`src/rtl/pipe_pkg.sv`:
```
// Shared pipeline definitions: handshake stage states, the NOP control bundle
// and the packed inter-stage payload layouts that size each pipe_stage instance.
package pipe_pkg;

  typedef enum logic [1:0] {
    EMPTY = 2'd0,
    ONE   = 2'd1,
    FULL  = 2'd2
  } state_t;

  typedef struct packed {
    logic       reg_write;
    logic       mem_read;
    logic       mem_write;
    logic       mem_to_reg;
    logic       branch;
    logic       jump;
    logic       alu_src;
    logic [1:0] alu_op;
  } ctrl_t;

  localparam int    CTRL_W_PIPE = $bits(ctrl_t);
  // Every write enable and memory strobe off: safe to inject as a bubble.
  localparam ctrl_t CTRL_NOP    = '0;

  typedef struct packed {
    logic [31:0] pc;
    logic [31:0] instr;
    logic [63:0] rsvd;
  } if_id_t;

  typedef struct packed {
    logic [31:0] pc;
    logic [31:0] rs1_val;
    logic [31:0] rs2_val;
    logic [31:0] imm;
  } id_ex_t;

  typedef struct packed {
    logic [31:0] pc;
    logic [31:0] alu_res;
    logic [31:0] store_val;
    logic [4:0]  rd;
    logic [26:0] rsvd;
  } ex_mem_t;

  typedef struct packed {
    logic [31:0] pc;
    logic [31:0] alu_res;
    logic [31:0] load_val;
    logic [4:0]  rd;
    logic [26:0] rsvd;
  } mem_wb_t;

  localparam int DATA_W_PIPE = $bits(id_ex_t);

endpackage

```
`src/rtl/pipe_stage_sat_counter.sv`:
```
// Saturating up-counter with asynchronous active-low reset; holds at all-ones.
module sat_counter #(
  parameter int CNT_W = 16
) (
  input  logic             clk_i,
  input  logic             rst_n_i,
  input  logic             inc_i,
  output logic [CNT_W-1:0] cnt_o
);

  logic [CNT_W-1:0] r_cnt;

  always_ff @(posedge clk_i or negedge rst_n_i) begin
    if (!rst_n_i) begin
      r_cnt <= '0;
    end else if (inc_i && (r_cnt != '1)) begin
      r_cnt <= r_cnt + 1'b1;
    end
  end

  assign cnt_o = r_cnt;

endmodule

```
`src/rtl/pipe_stage.sv`:
```
// Reusable pipeline stage register: valid/ready handshake with a 2-entry skid
// buffer, flush with bubble insertion and a saturating stall-cycle counter.
module pipe_stage
  import pipe_pkg::*;
#(
  parameter int                DATA_W      = 128,
  parameter int                CTRL_W      = 9,
  parameter logic [CTRL_W-1:0] CTRL_BUBBLE = '0,
  parameter int                CNT_W       = 16
) (
  input  logic              clk_i,
  input  logic              rst_n_i,
  input  logic              in_valid_i,
  output logic              in_ready_o,
  input  logic [DATA_W-1:0] in_data_i,
  input  logic [CTRL_W-1:0] in_ctrl_i,
  input  logic              flush_i,
  output logic              out_valid_o,
  input  logic              out_ready_i,
  output logic [DATA_W-1:0] out_data_o,
  output logic [CTRL_W-1:0] out_ctrl_o,
  output logic [CNT_W-1:0]  stall_cnt_o
);

  state_t            r_state;
  logic              r_out_valid;
  logic              r_in_ready;
  logic [DATA_W-1:0] r_main_data;
  logic [CTRL_W-1:0] r_main_ctrl;
  logic [DATA_W-1:0] r_skid_data;
  logic [CTRL_W-1:0] r_skid_ctrl;

  state_t            w_next;
  logic              w_accept;
  logic              w_emit;
  logic              w_ld_main_in;
  logic              w_ld_skid_in;
  logic              w_ld_main_skid;
  logic              w_stall;

  assign w_accept = in_valid_i & r_in_ready;
  assign w_emit   = r_out_valid & out_ready_i;
  assign w_stall  = r_out_valid & ~out_ready_i;

  always_comb begin
    w_next         = r_state;
    w_ld_main_in   = 1'b0;
    w_ld_skid_in   = 1'b0;
    w_ld_main_skid = 1'b0;
    if (flush_i) begin
      // Held words die here; any accept this cycle is dropped on the floor.
      w_next = EMPTY;
    end else begin
      unique case (r_state)
        EMPTY: begin
          if (w_accept) begin
            w_next       = ONE;
            w_ld_main_in = 1'b1;
          end
        end
        ONE: begin
          if (w_accept && w_emit) begin
            w_ld_main_in = 1'b1;
          end else if (w_accept) begin
            w_next       = FULL;
            w_ld_skid_in = 1'b1;
          end else if (w_emit) begin
            w_next = EMPTY;
          end
        end
        FULL: begin
          if (w_emit) begin
            w_next         = ONE;
            w_ld_main_skid = 1'b1;
          end
        end
        default: w_next = EMPTY;
      endcase
    end
  end

  // Control state: valid and ready are precomputed from the next state so both
  // leave the block straight from flops.
  always_ff @(posedge clk_i or negedge rst_n_i) begin
    if (!rst_n_i) begin
      r_state     <= EMPTY;
      r_out_valid <= 1'b0;
      r_in_ready  <= 1'b1;
    end else begin
      r_state     <= w_next;
      r_out_valid <= (w_next != EMPTY);
      r_in_ready  <= (w_next != FULL);
    end
  end

  // Payload and control storage; flush leaves contents untouched.
  always_ff @(posedge clk_i or negedge rst_n_i) begin
    if (!rst_n_i) begin
      r_main_data <= '0;
      r_main_ctrl <= CTRL_BUBBLE;
      r_skid_data <= '0;
      r_skid_ctrl <= CTRL_BUBBLE;
    end else begin
      if (w_ld_main_in) begin
        r_main_data <= in_data_i;
        r_main_ctrl <= in_ctrl_i;
      end else if (w_ld_main_skid) begin
        r_main_data <= r_skid_data;
        r_main_ctrl <= r_skid_ctrl;
      end
      if (w_ld_skid_in) begin
        r_skid_data <= in_data_i;
        r_skid_ctrl <= in_ctrl_i;
      end
    end
  end

  sat_counter #(
    .CNT_W (CNT_W)
  ) u_stall_cnt (
    .clk_i   (clk_i),
    .rst_n_i (rst_n_i),
    .inc_i   (w_stall),
    .cnt_o   (stall_cnt_o)
  );

  assign in_ready_o  = r_in_ready;
  assign out_valid_o = r_out_valid;
  assign out_data_o  = r_main_data;
  // Bubble mux sits on the narrow control bundle only, fed purely by flops.
  assign out_ctrl_o  = r_out_valid ? r_main_ctrl : CTRL_BUBBLE;

endmodule
```
`config.mk`:
```
export PLATFORM = sky130hd
export DESIGN_NAME = pipe_stage
export DESIGN_NICKNAME = d
export VERILOG_FILES = /design/src/rtl/pipe_pkg.sv /design/src/rtl/pipe_stage_sat_counter.sv /design/src/rtl/pipe_stage.sv
export SDC_FILE = /design/constraint.sdc
export NUM_CORES = 1
export LEC_CHECK = 0
export BUFFER_PORTS_ARGS = -buffer_cell sky130_fd_sc_hd__buf_4
export CORE_MARGIN = 1.5
export CORE_UTILIZATION = 35
export CTS_BUF_LIST = sky130_fd_sc_hd__clkbuf_8 sky130_fd_sc_hd__clkbuf_16
export DETAILED_ROUTE_END_ITERATION = 6
export GPL_ROUTABILITY_DRIVEN = 0
export PLACE_DENSITY_LB_ADDON = 0.1
export SYNTH_ARGS = -nofsm -noshare
export SYNTH_HDL_FRONTEND = slang
export SYNTH_HIERARCHICAL = 1
export SYNTH_SLANG_ARGS = --single-unit
```
`constraint.sdc`:
```
create_clock -name clk_i -period 2.3 [get_ports clk_i]
set_input_delay 0.23 -clock clk_i [delete_from_list [all_inputs] [get_ports clk_i]]
set_output_delay 0.23 -clock clk_i [all_outputs]
set_load 0.05 [all_outputs]
```
==> impl_metrics.env <==
export IMPL_worstPathBufferInverterCount=2
export IMPL_clock_path_buffers=3
export IMPL_hold_viol_final=0
export IMPL_sw_frac_of_total_pct=36.9
export IMPL_ys_top_cells_by_count="293 x dfrtp_1, 139 x a31oi_1, 138 x nor3_1"
export IMPL_port_buffers=296
export IMPL_syn_avg_cell_area_um2=11.8
export IMPL_hpwl_um=23900
export IMPL_startpoint="in_ready_o"
export IMPL_worstPathRequired_ns=2.71
export IMPL_grt_setup_unrepaired="no"
export IMPL_vias=11292
export IMPL_crit_path_cell_trace="and4bb_2 -> nand2_8 -> buf_12 -> buf_4 -> mux2_4"
export IMPL_grt_total_usage_pct=20.8
export IMPL_crit_type="reg2reg"
export IMPL_grt_ovfl_total=0
export IMPL_dieArea_um2=41500
export IMPL_cp_arrival_ns=2.42
export IMPL_placementRows=73
export IMPL_cp_start_kind="flop"
export IMPL_synth_top_area_share_pct=52.0
export IMPL_post_cts_repair_setup_buffers=0
export IMPL_worst_setup_path_end_kind="flop"
export IMPL_worst_pin_slew_ns=1.13
export IMPL_layout_area_overhead_vs_synth_pct=36.9
export IMPL_ys_seq_area_share_pct=52.2
export IMPL_synthesis_nets=1333
export IMPL_ioPinCount=297
export IMPL_clk_latency_ns=0.53
export IMPL_wl_per_cell_um=20.3
export IMPL_ys_warn_count=6
export IMPL_r2r_end="r_skid_data[26]"
export IMPL_cts_tree="built"
export IMPL_cp_num_cells=5
export IMPL_synth_seq_cells=294
export IMPL_utilization_pct=48.6
export IMPL_antenna_found_initial=2
export IMPL_first_global_vias=11866
export IMPL_synthCells=1190
export IMPL_drc_errors=0
export IMPL_post_route_period_util_pct=87.4
export IMPL_drt_first_pass_iters=5
export IMPL_initial_core_util_pct=35.5
export IMPL_powerDensity_nw_per_um2=1150
export IMPL_via_per_inst=5.32
export IMPL_min_delay_start="in_valid_i"
export IMPL_drive_gt1_share_pct=33.7
export IMPL_fin_worst_skew_ns=0.0146
export IMPL_synth_area_top_cells="dfrtp_1 52%, mux2_4 14%, nand3b_1 7.3%, a31oi_1 6.2%, nor3_1 4.9%"
export IMPL_p_int_mw=14.0
export IMPL_p_seq_share_pct=37.8
export IMPL_synth_edf_count=0
export IMPL_rrSetupSlack_ns=0.29
export IMPL_numCtsBuffers=36
export IMPL_r2r_start="in_ready_o"
export IMPL_ir_drop_mv=0.578
export IMPL_async_flop_share_pct=100
export IMPL_min_period_ns=2.01
export IMPL_synth_area_leader_cell="dfrtp_1"
export IMPL_die_height_um=204
export IMPL_grt_max_degree=279
export IMPL_netlist_area_um2=14100
export IMPL_grt_pass1_wl_um=68900
export IMPL_hold_buffers=140
export IMPL_leakagePower_nw=8.43
export IMPL_cts_sinks=294
export IMPL_synth_ff_type="dfrtp_1"
export IMPL_hold_path_class="in2reg"
export IMPL_reg2reg_depth=5
export IMPL_fin_nets=1716
export IMPL_postRouteAntennaNets=0
export IMPL_relSlewSlack_pct=24.7
export IMPL_ctsResizeCount=0
export IMPL_combPwrFrac_pct=37.5
export IMPL_worstSetupEndpoint="r_skid_data[26]"
export IMPL_yosys_cell_count_top_type="dfrtp_1"
export IMPL_finalMaxSlewViolations=0
export IMPL_drv_cap=0
export IMPL_pwr_share_clk_pct=24.7
export IMPL_power_switching_mw=8.16
export IMPL_timing_fmax_mhz=498
export IMPL_slowest_stage="dfstp_2"
export IMPL_slowest_delay_ns=0.58
export IMPL_synth_distinct_cells=50
export IMPL_drt_wl_total_um=43100
export IMPL_critPathTopFamily="flip-flops"
export IMPL_h_tree_depth=2
export IMPL_status="complete, no violations"
export IMPL_core_area_um2=39700
export IMPL_die_w_um=204
export IMPL_setup_viol=0
export IMPL_cts_root_buf="clkbuf_16"
export IMPL_drt_initial_drc_count=671
export IMPL_clk_pin_slew_worst_paths_ns=0.06
export IMPL_tns_ns=0
export IMPL_path_max_fanout=22
-- cell families after synthesis --
logic type,synth area share [%]
muxes,14.6
buffers and inverters,5.39
DFF,52.2
xor gates and xnor gates,0.497
adders and majority gates,0.0888
and+or+nand+nor,15.1
AOI/OAI and AO/OA,12.1
-- power groups by stage --
| stage | Combinational [mW] | Clock, mW | Sequential, mW |
|---|---|---|---|
| after floorplan | 3.32 | 0 | 10.7 |
| after global placement | 8.02 | 0 | 8.40 |
| after detailed placement | 8.14 | 0 | 8.37 |
| after CTS | 8.35 | 5.64 | 8.35 |
| after global routing | 8.76 | 5.85 | 8.62 |
| final | 8.30 | 5.46 | 8.37 |
-- state kept, by name (all words and copies together), names as in the netlist --
signal	flops
r_skid_data	128
out_data_o	128
out_valid_o	1
r_state	2
in_ready_o	1
r_skid_ctrl	9
r_main_ctrl	9
u_stall_cnt/cnt_o	16
-- worst min-delay path by stage --
| stage | end | slack (ns) | cells past startpoint |
|---|---|---|---|
| floorplan | out_data_o[0] | -0.07 | 0 |
| detailed placement | out_data_o[119] | 0.20 | 1 |
| global placement | out_data_o[119] | 0.20 | 1 |
| finish | r_state[0] | 0.12 | 4 |
| CTS | out_valid_o | 0.08 | 3 |
| global route | out_valid_o | 0.13 | 3 |
-- layer usage --
metal  routed length (um)  share of wire [%]  track usage (%)
met1                20100                 47             29.2
met2                19900                 46             32.8
met3                 2250                5.2             3.55
met4                  829                1.9             6.19
met5                   14              0.033                0
-- tightest hold or removal path, cell delays in order --
cell and delay, ns:
buf_4 0.12, nand2_1 0.07, xnor2_1 0.13, o32ai_1 0.07
-- layout by cell type (no fill, tap or decap), drive strengths merged, types with 2 or more instances in the layout --
master       synthesis  routed
and3                 3       3
clkinv               0       8
and4                 2       2
nand3                9       9
bufinv               0       2
a21oi                4       4
dfrtp              293     293
nand2                8       8
mux2               139     139
o21a                 3       3
dlygate4sd3          0     140
nand3b             137     137
a41oi                2       2
o21ai              138     138
xnor2                6       6
and2                10      10
a31oi              139     139
xor2                 2       2
buf                 58     328
clkbuf              65      40
nand4               10      10
nor2                 6       6
nor4                 2       2
nor3               138     138
inv                  0      10
-- per-stage QoR --
step | setup slack, ns | cells | cell area (um^2) | power (mW) | hold slack (ns)
2_1_floorplan | 0.0384 | 1190 | 14100 | 14.0 | -0.0656
3_3_place_gp | 0.309 | 1920 | 16800 | 16.4 | 0.200
3_5_place_dp | 0.287 | 1920 | 16800 | 16.5 | 0.204
4_1_cts | 0.278 | 2120 | 19300 | 22.3 | 0.0826
5_1_grt | 0.223 | 2121 | 19300 | 23.2 | 0.127
6_report | 0.290 | 2121 | 19300 | 22.1 | 0.120
-- cell type report --
cell class	instances	area, um^2
clock buffers	40	967
fillers	3617	20400
flip-flops and latches	294	7360
clock inverters	20	148
diodes	1	2.50
well taps	525	657
repair buffers	468	4150
multi-input cells	773	6020
Note: power is estimated with default switching activity, not from simulation.
